## config.mk

```make
export PLATFORM = sky130hd
export DESIGN_NAME = alu_res_buf
export DESIGN_NICKNAME = d
export VERILOG_FILES = /design/src/rtl/alu_pkg.sv /design/src/rtl/res_fifo.sv /design/src/rtl/alu_res_buf.sv
export SDC_FILE = /design/constraint.sdc
export NUM_CORES = 1
export LEC_CHECK = 0
export ABC_AREA = 1
export BUFFER_PORTS_ARGS = -buffer_cell sky130_fd_sc_hd__buf_2
export CORE_ASPECT_RATIO = 0.75
export CORE_MARGIN = 3
export CORE_UTILIZATION = 60
export DETAILED_ROUTE_END_ITERATION = 8
export PLACE_DENSITY_LB_ADDON = 0.08
export SETUP_SLACK_MARGIN = 0.4
export SLEW_MARGIN = 20
export SYNTH_ARGS = -nofsm -noshare
export SYNTH_HDL_FRONTEND = slang
export SYNTH_SLANG_ARGS = --single-unit
export TNS_END_PERCENT = 1
```

## constraint.sdc

```tcl
create_clock -name clk -period 4 [get_ports clk]
set_input_delay 0.8 -clock clk [delete_from_list [all_inputs] [get_ports clk]]
set_output_delay 0.8 -clock clk [all_outputs]
set_load 0.03 [all_outputs]
```

## src/rtl/alu_pkg.sv

```systemverilog
// Shared types for the ALU result buffer: flag bundle layout and the stats counter width.
package alu_pkg;

  typedef struct packed {
    logic overflow;
    logic out_c;
    logic zero;
  } flags_t;

  localparam int FLAG_W  = 3;
  localparam int FLAG_OF = 2;
  localparam int FLAG_C  = 1;
  localparam int FLAG_Z  = 0;

  localparam int CNT_W = 8;

endpackage

```

## src/rtl/res_fifo.sv

```systemverilog
// Result FIFO: first-word fall-through storage with power-of-two depth and wrapping pointers.
module res_fifo #(
  parameter int WIDTH = 7,
  parameter int DEPTH = 4
) (
  input  logic             clk,
  input  logic             rst,
  input  logic             push,
  input  logic             pop,
  input  logic [WIDTH-1:0] wdata,
  output logic [WIDTH-1:0] rdata,
  output logic             full,
  output logic             empty
);

  localparam int PTR_W = $clog2(DEPTH);
  localparam logic [PTR_W:0] FULL_CNT = (PTR_W + 1)'(DEPTH);

  logic [WIDTH-1:0] mem [DEPTH];
  logic [PTR_W-1:0] wr_ptr;
  logic [PTR_W-1:0] rd_ptr;
  logic [PTR_W:0]   count;
  logic             do_push;
  logic             do_pop;

  assign full    = (count == FULL_CNT);
  assign empty   = (count == '0);
  assign do_push = push && !full;
  assign do_pop  = pop && !empty;

  always_ff @(posedge clk) begin
    if (rst) begin
      wr_ptr <= '0;
      rd_ptr <= '0;
      count  <= '0;
    end else begin
      if (do_push) wr_ptr <= wr_ptr + PTR_W'(1);
      if (do_pop)  rd_ptr <= rd_ptr + PTR_W'(1);
      case ({do_push, do_pop})
        2'b10:   count <= count + (PTR_W + 1)'(1);
        2'b01:   count <= count - (PTR_W + 1)'(1);
        default: count <= count;
      endcase
    end
  end

  // Storage carries no reset; occupancy alone decides what is visible.
  always_ff @(posedge clk) begin
    if (do_push) mem[wr_ptr] <= wdata;
  end

  assign rdata = empty ? '0 : mem[rd_ptr];

endmodule

```

## src/rtl/alu_res_buf.sv

```systemverilog
// Buffers adder results with their flags, tracks a sticky zero-flag consistency error.
// Define ALU_RES_BUF_STATS_EN to add saturating overflow/carry push counters (of_cnt, c_cnt).
module alu_res_buf
  import alu_pkg::*;
#(
  parameter int DATA_W = 4,
  parameter int DEPTH  = 4
) (
  input  logic              clk,
  input  logic              rst,
  input  logic              in_valid,
  output logic              in_ready,
  input  logic [DATA_W-1:0] s,
  input  logic              overflow,
  input  logic              zero,
  input  logic              out_c,
  output logic              out_valid,
  input  logic              out_ready,
  output logic [DATA_W-1:0] out_s,
  output logic [FLAG_W-1:0] out_flags,
  input  logic              clr,
`ifdef ALU_RES_BUF_STATS_EN
  output logic [CNT_W-1:0]  of_cnt,
  output logic [CNT_W-1:0]  c_cnt,
`endif
  output logic              flag_err
);

  localparam int ENTRY_W = DATA_W + FLAG_W;

  flags_t             in_flags;
  logic [ENTRY_W-1:0] head;
  logic               full;
  logic               empty;
  logic               push_fire;
  logic               zero_bad;

  assign in_flags  = '{overflow: overflow, out_c: out_c, zero: zero};
  assign in_ready  = !full;
  assign out_valid = !empty;
  assign push_fire = in_valid && !full;
  assign zero_bad  = push_fire && (zero != (s == '0));

  res_fifo #(
    .WIDTH (ENTRY_W),
    .DEPTH (DEPTH)
  ) u_fifo (
    .clk   (clk),
    .rst   (rst),
    .push  (in_valid),
    .pop   (out_ready),
    .wdata ({s, in_flags}),
    .rdata (head),
    .full  (full),
    .empty (empty)
  );

  assign out_s     = head[ENTRY_W-1:FLAG_W];
  assign out_flags = head[FLAG_W-1:0];

  // A new inconsistency in the same cycle as clr must still be reported.
  always_ff @(posedge clk) begin
    if (rst)           flag_err <= 1'b0;
    else if (zero_bad) flag_err <= 1'b1;
    else if (clr)      flag_err <= 1'b0;
  end

`ifdef ALU_RES_BUF_STATS_EN
  localparam logic [CNT_W-1:0] CNT_MAX = '1;

  always_ff @(posedge clk) begin
    if (rst || clr) begin
      of_cnt <= '0;
      c_cnt  <= '0;
    end else begin
      if (push_fire && in_flags.overflow && of_cnt != CNT_MAX) of_cnt <= of_cnt + CNT_W'(1);
      if (push_fire && in_flags.out_c && c_cnt != CNT_MAX)     c_cnt  <= c_cnt + CNT_W'(1);
    end
  end
`endif

endmodule

```

==> results.cfg, run 1 <==
[route]
wl_per_cell_microns = 13.4
drt_wl_total_microns = 2890
viasPerCell = 5.18
firstDrtPassIters = 4
drtAntennaViolNets = 0
vias = 1118
drtIter0Drc = 62
drc = 0

[synth]
postSynthCellCount = 156
synth-seq-cells = 38
yosys_warnings = 0
ys_seq_area_share_pct = 64.4
syn-cell-area_sq_um = 1620
synth.distinct_cells = 17
syn-num-nets = 174
post_synth.cell_area_avg_sq_um = 10.4

[cts]
cts_hold_buffers = 0
post-cts-setup-buffers = 0
clock-sinks = 38
cts_resized = 0
clock_latency_ns = 0.34
root_buffer = clkbuf_4
htreeDepth = 2
clock_path_buffers = 2
clk_pin_slew_ns = 0.10
cts_tree = done
cts_buffers = 5

[layout]
nFillCells = 162
final_util_pct = 74.2
nNetsFinal = 199
regArea_sq_um = 1040
multi_input_area_sq_um = 473
final_layout_size_suffix_gt1_share_pct = 17.0
layout.cells.non_filler = 216
synthToLayoutAreaGrowth_pct = 11.2
antenna_cells = 0

[setup_path]
cp_max_fo = 15
required_ns = 3.20
arrival_ns = 1.74
r2r_start = u_fifo.count[1]
end_kind = output pin
crit_chain = inv_2, o21ai_0, a21oi_1, buf_2
reg2reg_slack_ns = 2.12
rr_endpoint = u_fifo.count[2]
max_stage_delay_ns = 0.66
critPathKind = reg -> out
worstRegToRegCells = 10
worstSetupEndpoint = out_flags[0]
cpMaxStageDelayCell = dfxtp_1
start_kind = register

[global_route]
grt_max_degree = 16
grt_pass1_vias = 1059
grt_usage_pct = 19.9
grt_remaining_overflow = 0
grt_antenna_before_repair = 0
grt_pass1_wl_microns = 4950

[sta]
fin_tns_setup_ns = 0
slew_headroom_pct = 52.5
worst_slew_pin_slew_ns = 0.709
drv_slew = 0
finClkSkew_ns = 0.0127
finalCriticalPeriod_ns = 2.54
finalCritPeriodShare_pct = 63.4
setup_viol = 0
whs_ns = 0.486
rsz0062_at_grt = no
report.final.hold_viol_count = 0
max_freq_ghz = 0.394

[min_path]
hp-class = reg -> reg

[power_and_ir_drop]
leakagePower_uw = 0.000734
total_power_uw = 1160
ir_drop_uv = 321
powerDensity_nw_per_um2 = 647

[place]
hpwl_microns = 2060
post-place-cells = 208
place.gp.congestion = 0.773
placement.io_buffers = 21

[die]
fp.dieH_microns = 50.9
coreArea_sq_um = 2420
dieArea_sq_um = 3360
num_io_pins = 22
rows = 15
die_x_microns = 65.9
floorplan.initialDensity_pct = 66.7

[job]
cap_violations = 0

[status]
status = complete, no violations
==> cell usage in the layout, fill, tap and decap left out, drive strengths merged <==
master	Yosys	final
nor2	38	38
clkbuf	0	8
a21oi	15	15
nand2	13	13
o21ai	19	19
xor2	1	1
buf	3	21
edfxtp	28	28
fa	1	1
dfxtp	10	10
inv	20	20
nand3	3	3
ha	5	5
==> final cells by class <==
class / count / share of cell area (%)
Sequential cell: 38 / 58.0
Multi-Input combinational cell: 95 / 26.3
Timing Repair Buffer: 21 / 5.85
Inverter: 20 / 4.18
Clock buffer: 8 / 3.28
Tap cell: 34 / 2.37
==> synth_stat cells <==
cell / instances / area [sq um]
ha_1: 5 / 62.6
nor2_2: 1 / 6.26
o21ai_0: 10 / 50.1
buf_6: 1 / 11.3
buf_4: 2 / 15.0
nand2_1: 12 / 45.0
nand2_2: 1 / 6.26
nand3_1: 3 / 15.0
a21oi_1: 15 / 75.1
o21ai_1: 9 / 45.0
nor2_1: 37 / 139
fa_1: 1 / 20.0
edfxtp_1: 28 / 841
inv_2: 2 / 7.51
dfxtp_1: 10 / 200
inv_1: 18 / 67.6
xor2_1: 1 / 8.76
==> flip-flops by register name (all words and copies together), names as in the netlist, named ones only <==
name           flops
u_fifo.mem        28
u_fifo.rd_ptr      2
u_fifo.wr_ptr      2
u_fifo.count       3
flag_err           1
==> report_power, final <==
group,internal [uW],leakage (uW),switching (uW)
registers,478,0.000339,41.0
clock network,86.9,0.0000326,119
logic,124,0.000362,313
==> kinds of logic after synthesis <==
group,after synthesis,share of synthesized area [%]
adders and majority gates,6,5.11
DFF,38,64.4
xor gates and xnor gates,1,0.542
buffers and inverters,23,6.27
and+or+nand+nor,54,13.1
AOI/OAI and AO/OA,34,10.5
==> how the worst min path moves through the flow <==
stage                     cells past startpoint  endpoint              from
final                                         2  flag_err          flag_err
after global routing                          2  flag_err          flag_err
after CTS                                     2  flag_err          flag_err
after detailed placement                      2  flag_err          flag_err
after global placement                        2  flag_err          flag_err
after floorplan                               2  register  u_fifo.rd_ptr[1]
==> metal layers <==
metal | global-route usage (%) | up-vias | share of wire (%)
met2 | 29.5 | 29 | 45
li1 | - | 572 | -
met3 | 5.71 | 6 | 4.8
met4 | 5.86 | 0 | 1.2
met1 | 28.7 | 511 | 49
met5 | 0 | - | 0
==> critical path: cells and delay by family (launching register included) <==
kind | cells | cell delay [ns]
compound gates | 2 | 0.33
flops | 1 | 0.66
buf+inv | 2 | 0.41
==> stage by stage <==
stage | instance area, sq um | setup slack, ns
floorplan | 1620 | 1.89
global placement | 1740 | 1.85
detailed placement | 1740 | 1.79
CTS | 1800 | 1.44
global route | 1800 | 1.26
finish | 1800 | 1.46
No activity file was read; power rests on OpenSTA's default activity.
==> inputs of run 2 (changes only) <==
Settings changed: CORE_UTILIZATION 60 to 50.
Clock period 4 ns to 2.2 ns, I/O delays scaled along.
==> run 2 against run 1 <==
  * Critical endpoint is now out_s[1]
  * Non-clock buffer count is 8 higher
  * Critical path depth increased by 2
  * Largest cell class unchanged
  * Total power up 120%
  * Routed wire length is 14% higher
  * Count of clock-buffer cells in the layout is 3 lower
  * Final cell count rose by 5.6%
  * Highest routed layer unchanged
  * Final area up 13%
  * Die area rose by 18%
==> results.cfg, run 2 (synthesis gave the netlist of run 1 again) <==
[cts]
clk_pin_slew_ns = 0.07
clock_latency_ns = 0.28
cts_tree = done
cts_buffers = 5
clock-sinks = 38
htreeDepth = 2
root_buffer = clkbuf_8
cts_hold_buffers = 0
clock_path_buffers = 2

[die]
die_x_microns = 71.6
rows = 17
fp.dieH_microns = 55.2
num_io_pins = 22
dieArea_sq_um = 3960
coreArea_sq_um = 3020
floorplan.initialDensity_pct = 53.5

[route]
drtAntennaViolNets = 0
met1Wirelength_microns = 1640
wl_per_cell_microns = 14.5
firstDrtPassIters = 4
drc = 0
viasPerCell = 5.04
drtIter0Drc = 80
met3WireLength_microns = 102
vias = 1149
drt_wl_total_microns = 3310
highest_layer = met4
wl_met2_microns = 1530

[layout]
final_layout_size_suffix_gt1_share_pct = 31.6
multi_input_area_sq_um = 547
antenna_cells = 0
synthToLayoutAreaGrowth_pct = 25.9
regMostFlops = u_fifo.mem
nNetsFinal = 207
nFillCells = 241
largest_reg_flops = 28
reg.largest.list = u_fifo.mem (28), u_fifo.count (3)
final_common_cell = nor2_1
final_cell_mix = nor2_1 (29), edfxtp_1 (28), inv_1 (16)
regArea_sq_um = 1050

[power_and_ir_drop]
intPower_uw = 1580
ir_drop_uv = 757
p_clk_share_pct = 22.0
switching_power_uw = 990
p_seq_share_pct = 36.9
leakagePower_uw = 0.000819
powerDensity_nw_per_um2 = 1260
power_frac_comb_pct = 41.1
p_sw_share_pct = 38.5

[global_route]
grt_antenna_before_repair = 0
grt_pass1_vias = 1126
grt_usage_pct = 18.1
grt_max_degree = 15
grt_remaining_overflow = 0
grt_pass1_wl_microns = 5380

[setup_path]
cpMaxStageDelayCell = dfxtp_4
rr_endpoint = u_fifo.count[2]
critPathMostFrequentCell = nor2_1
critPathKind = reg -> out
arrival_ns = 1.37
reg2reg_slack_ns = 0.45
r2r_start = u_fifo.count[2]
max_stage_delay_ns = 0.38
start_kind = register
crit_chain = buf_12, nor2_1, nor2_1, o21ai_0, a21oi_1, buf_4
required_ns = 1.76
cp_max_fo = 8
end_kind = output pin
worstRegToRegCells = 12

[sta]
worst_slew_pin_slew_ns = 0.305
finalCritPeriodShare_pct = 82.4
finalCriticalPeriod_ns = 1.81
timing.final.ws_setup_ns = 0.387
setup_viol = 0
drv_slew = 0
finClkSkew_ns = 0.00381
slew_headroom_pct = 79.7
fin_tns_setup_ns = 0
max_freq_ghz = 0.552
report.final.hold_viol_count = 0
rsz0062_at_grt = yes

[min_path]
hp-class = in -> reg
holdPathStages = 2
holdPathEnd = flag_err
hp-start = rst

[place]
placement.io_buffers = 21
hpwl_microns = 2240
place_ws_ns = 0.332
place.gp.congestion = 0.701

[job]
cap_violations = 0

[status]
status = complete, no violations
==> run 2: repair_timing <==
item                                    in CTS  in global routing
endpoints found under the setup margin       8                  8
cloned                                       1                  0
gates resized for setup                     14                 28
pin swaps                                    3                 13
hold endpoints to repair                     0                  0
setup buffers                                0                  1
==> run 2: area by class of cell <==
cell class / instances / share of cell area, %
Clock inverter: 3 / 1.97
Inverter: 20 / 4.12
Clock buffer: 5 / 3.38
Sequential cell: 38 / 51.7
Tap cell: 38 / 2.34
Multi-Input combinational cell: 95 / 26.9
Timing Repair Buffer: 29 / 9.66
==> run 2: routing by layer <==
layer / track usage, % / vias to the layer above
li1: - / 583
met1: 25.8 / 544
met2: 26.3 / 18
met3: 4.91 / 4
met4: 6.97 / 0
met5: 0 / -
==> run 2: worst max-delay path: cells and delay by family (launching register included) <==
family / cells / cell delay, ns
compound gates: 2 / 0.24
buf+inv: 2 / 0.33
flops: 1 / 0.38
simple gates: 2 / 0.13
==> run 2: how the worst max path moves through the flow <==
| stage | cells past startpoint | end | start |
|---|---|---|---|
| final | 6 | out_s[1] | register |
| after global routing | 6 | out_flags[0] | register |
| after CTS | 5 | out_s[3] | register |
| after detailed placement | 11 | u_fifo.count[2] | u_fifo.count[2] |
| after global placement | 9 | u_fifo.count[2] | in_valid |
| after floorplan | 10 | u_fifo.count[2] | u_fifo.count[1] |
==> run 2: power by group through the flow <==
stage / combinational [uW] / sequential, uW / clock (uW)
floorplan: 653 / 939 / 0
global placement: 882 / 934 / 0
detailed placement: 904 / 939 / 0
CTS: 960 / 935 / 568
global route: 1150 / 961 / 610
finish: 1060 / 950 / 565
==> run 2: metrics by stage <==
step                      cells  power, uW  cell area (sq um)  utilization, %  hold slack, ns
final                       228       2570               2030            67.4           0.340
after global routing        228       2720               2030            67.4           0.338
after CTS                   227       2460               1950            64.6           0.338
after detailed placement    218       1840               1810            59.8           0.462
after global placement      218       1820               1810            59.8           0.450
after floorplan             156       1590               1640               -           0.462
==> inputs of run 3 (changes only) <==
Clock period 2.2 ns to 1.55 ns, I/O delays scaled along.
==> run 3 against run 2 <==
  * The flow now finishes with violations (setup timing)
  * Die area unchanged
  * Via count rose by 3.5%
  * Highest routed layer unchanged
  * Global-route usage increased by 0.76 points
  * Clock skew is 0.0094 ns higher
  * Critical endpoint unchanged
  * Worst hold slack worse by 0.13 ns
  * Clock power rose by 44%
  * First-iteration DRC count rose by 15%
  * Worst setup slack got worse by 0.61 ns
  * Largest power group unchanged
  * Non-clock buffer count rose by 8
==> results.cfg, run 3 (synthesis gave the netlist of run 1 again) <==
[power_and_ir_drop]
p_sw_share_pct = 38.2
ir_drop_uv = 1030
leakagePower_uw = 0.000865
intPower_uw = 2440
switching_power_uw = 1510
powerDensity_nw_per_um2 = 1850
p_clk_share_pct = 20.6
power_frac_comb_pct = 45.5
p_seq_share_pct = 33.9

[place]
hpwl_microns = 2260
place.gp.congestion = 0.689
placement.io_buffers = 21

[global_route]
grt_pass1_wl_microns = 5500
grt_max_degree = 15
grt_remaining_overflow = 0
grt_usage_pct = 18.9
grt_pass1_vias = 1205
grt_antenna_before_repair = 0

[sta]
max_freq_ghz = 0.565
drv_slew = 0
setup_viol = 8
report.final.hold_viol_count = 0
worst_slew_pin_slew_ns = 0.263
slew_headroom_pct = 82.4
finalCriticalPeriod_ns = 1.77
finClkSkew_ns = 0.0132
timing.final.ws_setup_ns = -0.218
rsz0062_at_grt = yes
fin_tns_setup_ns = -1.51
finalCritPeriodShare_pct = 114

[setup_path]
startpoint = u_fifo.count[1]
rr_endpoint = u_fifo.count[2]
reg2reg_slack_ns = -0.19
critPathMostFrequentCell = buf_6
cp_top_family = buffers and inverters
start_kind = register
end_kind = output pin
arrival_ns = 1.46
worstRegToRegCells = 10
cp_max_fo = 7
crit_buf_inv = 3
critPathKind = reg -> out
crit_chain = nor2_4, nand2_4, buf_6, clkinvlp_4, a21oi_2, buf_6
r2r_start = u_fifo.count[0]
required_ns = 1.24
cpMaxStageDelayCell = dfxtp_2
max_stage_delay_ns = 0.37

[layout]
reg.largest.list = u_fifo.mem (28), u_fifo.count (3)
largest_reg_flops = 28
regMostFlops = u_fifo.mem
final_common_cell = nor2_1
final_util_pct = 70.8
synthToLayoutAreaGrowth_pct = 32.3
antenna_cells = 0
final_layout_size_suffix_gt1_share_pct = 36.9
nFillCells = 212
regArea_sq_um = 1050
multi_input_area_sq_um = 581
final_cell_mix = nor2_1 (33), edfxtp_1 (28), inv_1 (16)
nNetsFinal = 215

[cts]
cts_tree = done
clk_pin_slew_ns = 0.08
clock_path_buffers = 2
cts_buffers = 5
htreeDepth = 2
clock-sinks = 38
root_buffer = clkbuf_8
clock_latency_ns = 0.29
cts_hold_buffers = 0

[min_path]
hp-class = in -> reg
holdPathEnd = flag_err
holdPathStages = 2
hp-start = rst

[route]
drt_wl_total_microns = 3400
viasPerCell = 5.04
vias = 1189
firstDrtPassIters = 4
drtAntennaViolNets = 0
drtIter0Drc = 92
wl_per_cell_microns = 14.4
drc = 0

[die]
dieArea_sq_um = 3960
die_x_microns = 71.6
coreArea_sq_um = 3020
rows = 17
fp.dieH_microns = 55.2
num_io_pins = 22
floorplan.initialDensity_pct = 53.5

[status]
failed_checks = setup timing
status = complete, but fails checks

[job]
cap_violations = 0
## run 3: final cells by class
type / count / area share (%)
inverter: 20 / 3.69
clock buffer: 5 / 3.22
sequential: 38 / 49.1
multi-input combinational: 95 / 27.2
timing repair buffer: 37 / 12.8
tap: 38 / 2.22
clock inverter: 3 / 1.87
## run 3: worst max-delay path by stage
stage / endpoint / slack [ns] / cells past startpoint
3_3_place_gp: u_fifo.count[2] / -0.02 / 10
6_report: out_s[1] / -0.22 / 6
4_1_cts: out_flags[1] / -0.19 / 6
5_1_grt: out_s[1] / -0.29 / 6
3_5_place_dp: u_fifo.count[2] / -0.15 / 10
2_1_floorplan: u_fifo.count[2] / -0.10 / 10
## run 3: power by group through the flow
stage / combinational [uW] / sequential [uW] / clock (uW)
finish: 1800 / 1340 / 814
global placement: 1390 / 1340 / 0
floorplan: 960 / 1340 / 0
detailed placement: 1430 / 1350 / 0
CTS: 1610 / 1330 / 827
global route: 1950 / 1350 / 885
## run 3: metal layers
| layer | global-route usage (%) | vias up | wire (microns) |
|---|---|---|---|
| li1 | - | 600 | - |
| met1 | 22.7 | 536 | 1460 |
| met2 | 28.5 | 40 | 1570 |
| met3 | 5.82 | 13 | 235 |
| met4 | 13.4 | 0 | 138 |
| met5 | 0 | - | 0 |
## run 3: through the flow
stage	hold WS (ns)	cells	cell area, sq um	setup slack (ns)	total power (uW)
CTS	0.199	234	2050	-0.192	3770
floorplan	0.379	156	1660	-0.103	2300
global placement	0.447	226	1890	-0.0167	2730
finish	0.207	236	2140	-0.218	3950
global route	0.213	236	2140	-0.288	4190
detailed placement	0.459	226	1890	-0.146	2780
## run 3: worst reg2reg max path, stage by stage (launching register included)
cell	delay, ns
dfxtp_2	0.34
nor2_4	0.17
nand2_4	0.08
nand2_4	0.08
ha_4	0.14
inv_2	0.05
fa_2	0.35
nand2_2	0.10
nand3_4	0.09
o21ai_2	0.19
a21oi_1	0.07
## run 3: timing repair
item,CTS,global route
endpoints found under the setup margin,40,46
buffers inserted,0,2
endpoints found under the hold margin,0,0
pin swaps,2,8
gates resized for setup,17,19
